### src/rtl/mor1kx_wb_pkg.sv
// Shared types and defaults for the mor1kx two-master Wishbone arbiter.
package mor1kx_wb_pkg;

  typedef enum logic [1:0] {
    IDLE  = 2'b00,
    GNT_I = 2'b01,
    GNT_D = 2'b10
  } state_e;

  localparam logic [1:0] GRANT_NONE = 2'b00;
  localparam logic [1:0] GRANT_I    = 2'b01;
  localparam logic [1:0] GRANT_D    = 2'b10;

  localparam int WB_AW      = 32;
  localparam int WB_DW      = 32;
  localparam int WB_TIMEOUT = 255;

endpackage

### src/rtl/mor1kx_wb_watchdog.sv
// Bus watchdog: counts stalled strobe cycles and pulses timeout on reaching TIMEOUT.
module mor1kx_wb_watchdog
  import mor1kx_wb_pkg::*;
#(
  parameter int TIMEOUT = WB_TIMEOUT
) (
  input  logic clk,
  input  logic rst_n,
  input  logic clr,
  input  logic en,
  output logic timeout
);

  localparam int CW = $clog2(TIMEOUT + 1);

  logic [CW-1:0] cnt;

  // The pulse needs en so that a slave response in the same cycle wins.
  assign timeout = en && (cnt == CW'(TIMEOUT));

  // Stall counter; self-clears on the timeout pulse.
  always_ff @(posedge clk or negedge rst_n) begin
    if (!rst_n) begin
      cnt <= {CW{1'b0}};
    end else if (clr || timeout) begin
      cnt <= {CW{1'b0}};
    end else if (en) begin
      cnt <= cnt + CW'(1);
    end else begin
      cnt <= cnt;
    end
  end

endmodule

### src/rtl/mor1kx_wb_arbiter.sv
// Two-master (instruction/data) to one-slave Wishbone B3 classic arbiter
// with round-robin grant, cycle locking and a hung-slave watchdog.
module mor1kx_wb_arbiter
  import mor1kx_wb_pkg::*;
#(
  parameter int AW      = WB_AW,
  parameter int DW      = WB_DW,
  parameter int TIMEOUT = WB_TIMEOUT
) (
  input  logic            clk,
  input  logic            rst_n,
  input  logic            i_cyc_i,
  input  logic            i_stb_i,
  input  logic [AW-1:0]   i_adr_i,
  output logic [DW-1:0]   i_dat_o,
  output logic            i_ack_o,
  output logic            i_err_o,
  input  logic            d_cyc_i,
  input  logic            d_stb_i,
  input  logic            d_we_i,
  input  logic [DW/8-1:0] d_sel_i,
  input  logic [AW-1:0]   d_adr_i,
  input  logic [DW-1:0]   d_dat_i,
  output logic [DW-1:0]   d_dat_o,
  output logic            d_ack_o,
  output logic            d_err_o,
  output logic            s_cyc_o,
  output logic            s_stb_o,
  output logic            s_we_o,
  output logic [DW/8-1:0] s_sel_o,
  output logic [AW-1:0]   s_adr_o,
  output logic [DW-1:0]   s_dat_o,
  input  logic [DW-1:0]   s_dat_i,
  input  logic            s_ack_i,
  input  logic            s_err_i,
  output logic [1:0]      grant_o
);

  state_e state, state_next;
  logic   last_d, last_d_next;
  logic   own_cyc, own_stb;
  logic   wd_en, wd_clr, timeout;

  assign i_dat_o = s_dat_i;
  assign d_dat_o = s_dat_i;

  // State and round-robin history; reset leaves "data" as last served so instr wins first.
  always_ff @(posedge clk or negedge rst_n) begin
    if (!rst_n) begin
      state  <= IDLE;
      last_d <= 1'b1;
    end else begin
      state  <= state_next;
      last_d <= last_d_next;
    end
  end

  // Next-state: an owner keeps the bus for its whole cycle, and always hands back via IDLE.
  always_comb begin
    state_next  = state;
    last_d_next = last_d;
    case (state)
      IDLE: begin
        if (i_cyc_i && d_cyc_i) begin
          state_next = last_d ? GNT_I : GNT_D;
        end else if (i_cyc_i) begin
          state_next = GNT_I;
        end else if (d_cyc_i) begin
          state_next = GNT_D;
        end else begin
          state_next = IDLE;
        end
      end
      GNT_I: begin
        if (!i_cyc_i) begin
          state_next  = IDLE;
          last_d_next = 1'b0;
        end else begin
          state_next = GNT_I;
        end
      end
      GNT_D: begin
        if (!d_cyc_i) begin
          state_next  = IDLE;
          last_d_next = 1'b1;
        end else begin
          state_next = GNT_D;
        end
      end
      default: begin
        state_next  = IDLE;
        last_d_next = 1'b1;
      end
    endcase
  end

  // Cycle/strobe of whichever master owns the bus, before watchdog masking.
  always_comb begin
    own_cyc = 1'b0;
    own_stb = 1'b0;
    case (state)
      GNT_I: begin
        own_cyc = i_cyc_i;
        own_stb = i_stb_i;
      end
      GNT_D: begin
        own_cyc = d_cyc_i;
        own_stb = d_stb_i;
      end
      default: begin
        own_cyc = 1'b0;
        own_stb = 1'b0;
      end
    endcase
  end

  assign wd_en  = own_cyc && own_stb && !s_ack_i && !s_err_i;
  assign wd_clr = (state == IDLE) || (own_cyc && (s_ack_i || s_err_i));

  mor1kx_wb_watchdog #(
    .TIMEOUT (TIMEOUT)
  ) u_watchdog (
    .clk     (clk),
    .rst_n   (rst_n),
    .clr     (wd_clr),
    .en      (wd_en),
    .timeout (timeout)
  );

  // Slave-side mux and response routing; err beats ack, late responses are dropped.
  always_comb begin
    s_cyc_o = 1'b0;
    s_stb_o = 1'b0;
    s_we_o  = 1'b0;
    s_sel_o = {(DW/8){1'b0}};
    s_adr_o = {AW{1'b0}};
    s_dat_o = {DW{1'b0}};
    i_ack_o = 1'b0;
    i_err_o = 1'b0;
    d_ack_o = 1'b0;
    d_err_o = 1'b0;
    grant_o = GRANT_NONE;
    case (state)
      GNT_I: begin
        grant_o = GRANT_I;
        s_cyc_o = i_cyc_i;
        s_stb_o = i_stb_i && !timeout;
        s_we_o  = 1'b0;
        s_sel_o = {(DW/8){1'b1}};
        s_adr_o = i_adr_i;
        s_dat_o = {DW{1'b0}};
        i_ack_o = i_cyc_i && s_ack_i && !s_err_i;
        i_err_o = (i_cyc_i && s_err_i) || timeout;
      end
      GNT_D: begin
        grant_o = GRANT_D;
        s_cyc_o = d_cyc_i;
        s_stb_o = d_stb_i && !timeout;
        s_we_o  = d_we_i;
        s_sel_o = d_sel_i;
        s_adr_o = d_adr_i;
        s_dat_o = d_dat_i;
        d_ack_o = d_cyc_i && s_ack_i && !s_err_i;
        d_err_o = (d_cyc_i && s_err_i) || timeout;
      end
      default: begin
        grant_o = GRANT_NONE;
      end
    endcase
  end

endmodule

### config.mk
export PLATFORM = sky130hd
export DESIGN_NAME = mor1kx_wb_arbiter
export DESIGN_NICKNAME = d
export VERILOG_FILES = /design/src/rtl/mor1kx_wb_pkg.sv /design/src/rtl/mor1kx_wb_watchdog.sv /design/src/rtl/mor1kx_wb_arbiter.sv
export SDC_FILE = /design/constraint.sdc
export NUM_CORES = 1
export LEC_CHECK = 0
export BUFFER_PORTS_ARGS = -buffer_cell sky130_fd_sc_hd__clkbuf_2
export CORE_AREA = 4 4 108 110
export DETAILED_ROUTE_END_ITERATION = 8
export DIE_AREA = 0 0 112 114
export PLACE_DENSITY = 0.6
export SKIP_CTS_REPAIR_TIMING = 1
export SYNTH_ARGS = -nofsm -noshare
export SYNTH_HDL_FRONTEND = slang
export SYNTH_HIERARCHICAL = 1
export SYNTH_SLANG_ARGS = --single-unit
### constraint.sdc
create_clock -name clk -period 2.8 [get_ports clk]
set_clock_uncertainty 0.1 [all_clocks]
set_input_delay 0 -clock clk [delete_from_list [all_inputs] [get_ports clk]]
set_output_delay 0 -clock clk [all_outputs]
set_load 0.01 [all_outputs]
==> flow_metrics.env, run 1 <==
export IMPL_synth_top_cell_by_area="buf_4"
export IMPL_dp_hpwl_um=6250
export IMPL_num_rows=38
export IMPL_drt_initial_drc_count=123
export IMPL_die_h_um=114
export IMPL_p_total_uw=1950
export IMPL_power_leakage_uw=0.00151
export IMPL_overflow=0
export IMPL_final_area_um2=2970
export IMPL_cts_clk_slew_worst_paths_ps=50
export IMPL_nets=561
export IMPL_wirelength_um=8010
export IMPL_synth_seq_area_share_pct=13.7
export IMPL_pwr_density_cell_nw_per_um2=655
export IMPL_initial_utilization_pct=18.9
export IMPL_grt_pass1_vias=2181
export IMPL_required_ps=2700
export IMPL_fin_tns_setup_ps=0
export IMPL_setup_viol=0
export IMPL_clkSinkCount=11
export IMPL_grt_pass1_wl_um=11300
export IMPL_layout_cells_non_filler=552
export IMPL_netlist_area_um2=2020
export IMPL_max_slew_margin_pct=72.5
export IMPL_syn_area_per_cell_um2=7.58
export IMPL_num_antenna_cells=0
export IMPL_dieArea_um2=12800
export IMPL_peakVddDrop_uv=500
export IMPL_vias=2406
export IMPL_tightest_slew_ps=412
export IMPL_drive_above_1_share_pct=48.5
export IMPL_post_route_min_period_ps=2570
export IMPL_gp_congestion=0.863
export IMPL_synth_top_cell_area_share_pct=25.3
export IMPL_numCtsBuffers=3
export IMPL_ant_nets=0
export IMPL_cp_max_fo=9
export IMPL_cp_end_kind="primary output"
export IMPL_synth_warnings=6
export IMPL_place_port_buffers=185
export IMPL_grt_max_degree=46
export IMPL_rsz0062_at_grt="no"
export IMPL_max_stage_delay_ps=410
export IMPL_grt_usage_pct=10.5
export IMPL_routedWlPerCell_um=14.5
export IMPL_cts_tree="done"
export IMPL_hold_violations=0
export IMPL_cts_root_buffer="clkbuf_8"
export IMPL_min_period_over_period_pct=91.7
export IMPL_synth_cell_type_count=35
export IMPL_clock_latency_ps=250
export IMPL_use_met1_pct=12.3
export IMPL_dr_pass1_iters=4
export IMPL_postSynthCellCount=266
export IMPL_die_width_um=112
export IMPL_path_cells="inv_1 -> ha_2 -> a22o_1 -> nand2_1 -> nor4_2 -> buf_4 -> nand4_1 -> nor2_1 -> a21oi_1 -> nor2b_1 -> clkbuf_2"
export IMPL_ys_ff_latch=11
export IMPL_hold_slack_ps=13.1
export IMPL_holdCritPathClass="input pin to flop"
export IMPL_cts_buffer_depth=2
export IMPL_max_freq_mhz=389
export IMPL_top_usage_layer="met2"
export IMPL_place_area_um2=2590
export IMPL_vias_per_cell=4.36
export IMPL_cp_arrival_ps=2470
export IMPL_grt_met2_usage_pct=18.4
export IMPL_drv_slew=0
export IMPL_antenna_found_initial=0
export IMPL_drc=0
export IMPL_startpoint_type="flop"
export IMPL_crit_type="flop to primary output"
export IMPL_htree_levels=1
export IMPL_dp_cells=514
export IMPL_synth_nets=414
export IMPL_critPathSlowestCell="dfrtp_1"
export IMPL_met3_usage_pct=3.18
export IMPL_synth_top_cells_by_area="buf_4 (25%), dfrtp_1 (12%), a22oi_1 (12%)"
export IMPL_cap_violations=0
export IMPL_status="finished, final reports clean"
export IMPL_core_um2=10700
export IMPL_syn2layout_area_growth_pct=47.4
export IMPL_boundaryPins=282
## layout make-up
cell class	count	area, um2
inverter	4	15.0
sequential	11	277
tap	140	175
timing repair buffer	225	1310
fill	1142	7720
multi-input combinational	168	1150
clock buffer	4	45.0
## report_power, final
group / switching [uW] / internal, uW / leakage, uW / total [uW]
clock: 65.0 / 100 / 0.0000228 / 165
sequential: 18.1 / 183 / 0.000148 / 202
combinational: 886 / 696 / 0.00134 / 1580
## Yosys cell counts (all sizes together)
cell type	instances
buf	78
nor2b	39
a22oi	33
and2	33
a21oi	11
dfrtp	10
ha	7
nand2	6
clkbuf	5
inv	4
o21ai	4
nand2b	3
nand3	3
nor2	3
nor3b	3
or3	3
xor2	3
a31oi	2
and4b	2
nand4	2
nor3	2
o2111ai	2
o211ai	2
a21o	1
a22o	1
dfstp	1
mux2i	1
nor4	1
o21bai	1
## layer usage
| layer | up-vias | part of all wire, % |
|---|---|---|
| met5 | - | 0 |
| met1 | 1130 | 36 |
| met4 | 0 | 1.2 |
| met2 | 133 | 55 |
| li1 | 1133 | - |
| met3 | 10 | 8.2 |
## cells by family after synthesis
logic type,count (synthesis),synth area share [%]
compound gates,57,19.7
mux,1,0.496
simple gates,100,31.0
xor+xnor,3,1.30
flops,11,13.7
buf+inv,87,29.4
fa+ha+maj,7,4.34
## worst paths after layout
check | startpoint | endpoint | slack [ps] | cells after the start
max | state[0]$_DFF_PN0_ | i_err_o | 230 | 11
min | d_cyc_i | state[1]$_DFF_PN0_ | 10 | 2
max reg2reg | state[0]$_DFF_PN0_ | u_watchdog/cnt[5]$_DFFE_PN0P_ | 530 | 9
min reg2reg | last_d$_DFFE_PN1P_ | last_d$_DFFE_PN1P_ | 410 | 2
max in group asynchronous | rst_n | last_d$_DFFE_PN1P_ | 2240 | 2
min in group asynchronous | rst_n | u_watchdog/cnt[7]$_DFFE_PN0P_ | 70 | 2
## flip-flops by register name, indices dropped and copies added, names as in the netlist
name	flops
last_d	1
state	2
u_watchdog/cnt	8
## cell usage in the layout (no fill, tap or decap), types with 2 or more instances in the layout
master and n:
nor3b_1 2, clkbuf_2 185, nor3_1 2, ha_1 6, nand2b_1 3, o21ai_0 3, xor2_1 3, and4b_1 2
o211ai_1 2, dfrtp_1 10, a21oi_1 11, nor2_1 3, or3_1 3, nor2b_1 39, and2_1 33, inv_1 4
nand2_1 6, nand3_1 3, clkbuf_8 3, buf_4 6, a22oi_1 33, a31oi_1 2, dlygate4sd3_1 34
## worst max-delay path, delay by kind of cell, from the launching register on
family                     cells  cell delay, ps
and+or+nand+nor                5             930
buffers and inverters          3             460
DFF                            1             410
adders and majority gates      1             220
AOI/OAI and AO/OA              2             200
## metrics by stage
stage	utilization, %	setup WS, ps
floorplan	-	576
global placement	24.2	542
detailed placement	24.2	474
CTS	24.6	204
global route	27.8	22.7
finish	27.8	232
(Power assumes the default switching activity.)
==> inputs of run 2 (changes only) <==
CORE_AREA = 4 4 107 109   (was 4 4 108 110)
DIE_AREA = 0 0 111 113   (was 0 0 112 114)
PLACE_DENSITY = 0.63   (was 0.6)
clock period = 2.2 ns   (was 2.8 ns; I/O delays follow)
==> run 2 against run 1 <==
  * The flow now finishes with violations (negative hold slack, negative setup slack)
  * Worst setup slack worse by 420 ps
  * Routed wire length stayed put
  * Combinational power is 37% higher
  * Final cell count is 2.0% higher
  * Flip-flop and latch count stayed put
  * First-iteration DRC count is 60% lower
  * Non-clock buffer count is 11 higher
  * Critical path depth stayed put
  * Via count is 0.83% lower
  * Sequential power is 32% higher
  * Design area is 4.8% higher
  * Die area is 1.8% lower
  * Critical path type unchanged
==> flow_metrics.env, run 2 (synthesized netlist as in run 1, its figures left out) <==
export IMPL_ant_nets=0
export IMPL_grt_pass1_wl_um=11100
export IMPL_min_period_over_period_pct=108
export IMPL_die_width_um=111
export IMPL_htree_levels=1
export IMPL_dr_pass1_iters=4
export IMPL_biggestRegsByFlops="u_watchdog/cnt (8), state (2), last_d (1)"
export IMPL_drv_slew=0
export IMPL_peakVddDrop_uv=539
export IMPL_nets=572
export IMPL_numCtsBuffers=3
export IMPL_cp_end_kind="primary output"
export IMPL_cp_arrival_ps=2280
export IMPL_boundaryPins=282
export IMPL_startpoint_type="flop"
export IMPL_cp_max_fo=7
export IMPL_regArea_um2=278
export IMPL_rsz0062_at_grt="yes"
export IMPL_initial_utilization_pct=19.0
export IMPL_hold_violations=1
export IMPL_whs_path_depth=2
export IMPL_gp_congestion=0.818
export IMPL_place_port_buffers=185
export IMPL_final_cell_mix="clkbuf_2 (182), nor2b_1 (39), dlygate4sd3_1 (34)"
export IMPL_required_ps=2100
export IMPL_vias=2386
export IMPL_final_area_um2=3120
export IMPL_cts_root_buffer="clkbuf_8"
export IMPL_place_area_um2=2610
export IMPL_post_route_min_period_ps=2380
export IMPL_max_slew_margin_pct=70.5
export IMPL_clock_latency_ps=240
export IMPL_grt_usage_pct=10.5
export IMPL_crit_type="flop to primary output"
export IMPL_power_leakage_uw=0.00158
export IMPL_max_freq_mhz=420
export IMPL_die_h_um=113
export IMPL_grt_max_degree=45
export IMPL_cts_clk_slew_worst_paths_ps=50
export IMPL_max_flop_register="u_watchdog/cnt"
export IMPL_largest_reg_flops=8
export IMPL_holdCritStartpoint="d_cyc_i"
export IMPL_antenna_found_initial=0
export IMPL_dp_hpwl_um=5990
export IMPL_overflow=0
export IMPL_dieArea_um2=12500
export IMPL_multi_input_area_um2=1200
export IMPL_rrSetupSlack_ps=-130
export IMPL_final_common_cell="clkbuf_2"
export IMPL_syn2layout_area_growth_pct=54.5
export IMPL_hold_slack_ps=-7.41
export IMPL_drive_above_1_share_pct=52.0
export IMPL_setup_viol=6
export IMPL_num_antenna_cells=0
export IMPL_vias_per_cell=4.24
export IMPL_reg2regPathDepth=10
export IMPL_r2r_start="state[1]$_DFF_PN0_"
export IMPL_grt_pass1_vias=2224
export IMPL_setup_ws_ps=-183
export IMPL_p_total_uw=2630
export IMPL_num_rows=38
export IMPL_fillers=1139
export IMPL_drt_initial_drc_count=49
export IMPL_cts_buffer_depth=2
export IMPL_clkSinkCount=11
export IMPL_routedWlPerCell_um=14.2
export IMPL_core_um2=10600
export IMPL_fin_tns_setup_ps=-643
export IMPL_holdCritPathClass="input pin to flop"
export IMPL_tightest_slew_ps=443
export IMPL_failed_checks="negative hold slack, negative setup slack"
export IMPL_cts_tree="done"
export IMPL_hold_path_endpoint="state[1]$_DFF_PN0_"
export IMPL_pwr_density_cell_nw_per_um2=844
export IMPL_wirelength_um=8010
export IMPL_status="finished, violations left"
export IMPL_drc=0
export IMPL_cap_violations=0
export IMPL_worst_r2r_endpoint="u_watchdog/cnt[5]$_DFFE_PN0P_"
export IMPL_final_util_pct=29.4
-- run 2: cell count changes in the layout (fill, tap and decap cells not counted), moves of 2 or more --
cell      previous run  this run
a21oi_2              0         2
buf_4                6        16
ha_4                 0         2
inv_1                4         2
a21oi_1             11         9
clkbuf_2           185       182
buf_2                0         3
-- run 2: how the worst max path moves through the flow --
stage	from	end	depth (start not counted)
floorplan	state[0]$_DFF_PN0_	u_watchdog/cnt[7]$_DFFE_PN0P_	10
global placement	state[0]$_DFF_PN0_	u_watchdog/cnt[7]$_DFFE_PN0P_	9
detailed placement	state[1]$_DFF_PN0_	u_watchdog/cnt[5]$_DFFE_PN0P_	9
CTS	state[1]$_DFF_PN0_	i_err_o	11
global route	state[1]$_DFF_PN0_	i_err_o	11
finish	state[1]$_DFF_PN0_	i_err_o	11
-- run 2: through the flow --
stage               instances  worst slack [ps]
global route              563              -323
CTS                       521              -299
detailed placement        517             -76.3
global placement          517              34.0
floorplan                 266              3.79
finish                    563              -183
-- run 2: critical path, cell delays in order, from the launching register on --
cell and delay, ps:
dfrtp_1 410, inv_2 110, ha_4 150, a22o_1 160, nand2_2 90, nor4_4 250, buf_4 180, nand4_1 170
nor2_4 200, a21oi_1 60, nor2b_1 110, buf_2 140
-- run 2: per-layer routing --
metal	track usage, %	vias up	wire length [um]
li1	-	1151	-
met1	12.9	1084	3060
met2	18.2	145	4280
met3	1.82	6	615
met4	4.35	0	47
met5	0	-	0
-- run 2: report_power, final --
part	internal, uW	switching (uW)	leakage (uW)
registers	235	30.7	0.000147
clock network	128	80.1	0.0000228
logic	975	1180	0.00141
total	1340	1290	0.00158
-- run 2: final cells by class --
type | instances | share of cell area, %
Tap cell | 140 | 5.62
Sequential cell | 11 | 8.91
Inverter | 4 | 0.562
Clock buffer | 4 | 1.45
Multi-Input combinational cell | 168 | 38.6
Timing Repair Buffer | 236 | 44.8
==> inputs of run 3 (changes only) <==
--- a/constraint.sdc
+++ b/constraint.sdc
@@ -4,2 +4,2 @@
 set_output_delay 0 -clock clk [all_outputs]
-set_load 0.01 [all_outputs]
+set_load 0.05 [all_outputs]
==> run 3 against run 2 <==
  * Critical path depth fell by 1
  * Final cell count fell by 0.53%
  * Register-to-register slack improved by 140 ps
  * Non-clock buffer count fell by 3
  * The run still ends with negative hold slack, negative setup slack left
  * Via count rose by 0.75%
  * Clock-buffer cell count did not move
  * Largest cell class unchanged
  * Sequential power fell by 3%
==> flow_metrics.env, run 3 (synthesized netlist as in run 1, its figures left out) <==
export IMPL_status="finished, violations left"
export IMPL_failed_checks="negative hold slack, negative setup slack"
export IMPL_cts_root_buffer="clkbuf_8"
export IMPL_cp_arrival_ps=2280
export IMPL_required_ps=2100
export IMPL_die_width_um=111
export IMPL_cts_clk_slew_worst_paths_ps=50
export IMPL_drv_slew=0
export IMPL_tightest_slew_ps=1040
export IMPL_dp_hpwl_um=6540
export IMPL_setup_viol=35
export IMPL_holdCritPathClass="input pin to flop"
export IMPL_cp_max_fo=5
export IMPL_gp_congestion=0.884
export IMPL_path_cells="inv_2 -> ha_4 -> a22o_1 -> nand2_2 -> nor4_4 -> nand4_1 -> nor2_4 -> buf_4 -> nor3b_4 -> buf_6"
export IMPL_initial_utilization_pct=19.0
export IMPL_final_common_cell="clkbuf_2"
export IMPL_grt_pass1_wl_um=11900
export IMPL_routedWlPerCell_um=15.0
export IMPL_syn2layout_area_growth_pct=67.7
export IMPL_layout_cells_non_filler=560
export IMPL_top_usage_layer="met2"
export IMPL_numCtsBuffers=3
export IMPL_dieArea_um2=12500
export IMPL_p_switching_uw=2720
export IMPL_post_route_min_period_ps=2380
export IMPL_intPower_uw=1620
export IMPL_rsz0062_at_grt="yes"
export IMPL_drt_initial_drc_count=121
export IMPL_comb_power_share_pct=89.5
export IMPL_max_stage_delay_ps=420
export IMPL_num_antenna_cells=0
export IMPL_cp_end_kind="primary output"
export IMPL_boundaryPins=282
export IMPL_dp_cells=519
export IMPL_place_port_buffers=185
export IMPL_drive_above_1_share_pct=52.6
export IMPL_clkSinkCount=11
export IMPL_grt_pass1_vias=2214
export IMPL_dr_pass1_iters=5
export IMPL_clock_latency_ps=240
export IMPL_max_slew_margin_pct=30.7
export IMPL_cts_buffer_depth=2
export IMPL_vias_per_cell=4.29
export IMPL_place_area_um2=2910
export IMPL_ant_nets=0
export IMPL_die_h_um=113
export IMPL_vias=2404
export IMPL_final_area_um2=3380
export IMPL_use_met1_pct=13.2
export IMPL_p_sw_share_pct=62.7
export IMPL_regArea_um2=277
export IMPL_hold_slack_ps=-2.01
export IMPL_final_cell_mix="clkbuf_2 (168), nor2b_1 (37), a22oi_1 (33), and2_1 (33), dlygate4sd3_1 (33)"
export IMPL_crit_type="flop to primary output"
export IMPL_multi_input_area_um2=1250
export IMPL_fin_tns_setup_ps=-1630
export IMPL_antenna_found_initial=0
export IMPL_cap_violations=0
export IMPL_p_total_uw=4330
export IMPL_max_freq_mhz=420
export IMPL_pwr_density_cell_nw_per_um2=1280
export IMPL_critPathSlowestCell="dfrtp_1"
export IMPL_met3_usage_pct=3.48
export IMPL_drc=0
export IMPL_wirelength_um=8390
export IMPL_grt_max_degree=75
export IMPL_fillers=1089
export IMPL_peakVddDrop_uv=657
export IMPL_nets=569
export IMPL_clkPwrFrac_pct=4.6
export IMPL_final_util_pct=31.9
export IMPL_biggestRegsByFlops="u_watchdog/cnt (8), state (2), last_d (1)"
export IMPL_cts_tree="done"
export IMPL_max_flop_register="u_watchdog/cnt"
export IMPL_grt_met2_usage_pct=20.7
export IMPL_num_rows=38
export IMPL_startpoint_type="flop"
export IMPL_power_leakage_uw=0.00163
export IMPL_largest_reg_flops=8
export IMPL_p_seq_share_pct=5.9
export IMPL_core_um2=10600
export IMPL_htree_levels=1
export IMPL_overflow=0
export IMPL_setup_ws_ps=-179
export IMPL_hold_violations=1
export IMPL_grt_usage_pct=11.4
export IMPL_min_period_over_period_pct=108
[run 3: changes by cell type in the layout (fill, tap and decap cells not counted), sizes merged]
cell	before	now
clkbuf	186	172
buf	20	32
dlygate4sd3	34	33
[run 3: metal layers]
layer / vias up / wire, um / part of all wire, %
met4: 0 / 98 / 1.2
met2: 129 / 4470 / 53
met1: 1116 / 3160 / 38
met3: 10 / 664 / 7.9
li1: 1149 / - / -
met5: - / 0 / 0
[run 3: stage by stage]
step                hold WS, ps  setup WS (ps)
floorplan                  -396           3.60
global placement           -200          -5.26
detailed placement         -206          -51.4
CTS                        -460           -293
global route               3.16           -301
finish                    -2.01           -179
[run 3: cell type report]
cell class,count,area share (%)
Sequential cell,11,8.18
Timing Repair Buffer,233,47.9
Tap cell,140,5.18
Inverter,4,0.444
Clock buffer,4,1.33
Multi-Input combinational cell,168,37.0
[run 3: worst max-delay path: cells and delay by family (launching register included)]
family	cells	cell delay [ps]
DFF	1	420
adders and majority gates	1	150
and+or+nand+nor	5	890
buffers and inverters	3	430
AOI/OAI and AO/OA	1	140
[run 3: worst paths after layout]
path,from,to,slack [ps],cells past startpoint
max,state[0]$_DFF_PN0_,s_stb_o,-180,10
min,d_cyc_i,state[1]$_DFF_PN0_,-2,2
max reg2reg,state[0]$_DFF_PN0_,u_watchdog/cnt[1]$_DFFE_PN0P_,10,9
min reg2reg,last_d$_DFFE_PN1P_,last_d$_DFFE_PN1P_,400,2
max in group asynchronous,rst_n,last_d$_DFFE_PN1P_,1650,2
min in group asynchronous,rst_n,u_watchdog/cnt[2]$_DFFE_PN0P_,80,2
[run 3: power groups by stage]
stage,registers (uW),logic [uW],clock network (uW)
global route,261,4110,222
detailed placement,256,3540,0
floorplan,260,2830,0
global placement,255,3500,0
finish,257,3880,200
CTS,253,3550,206
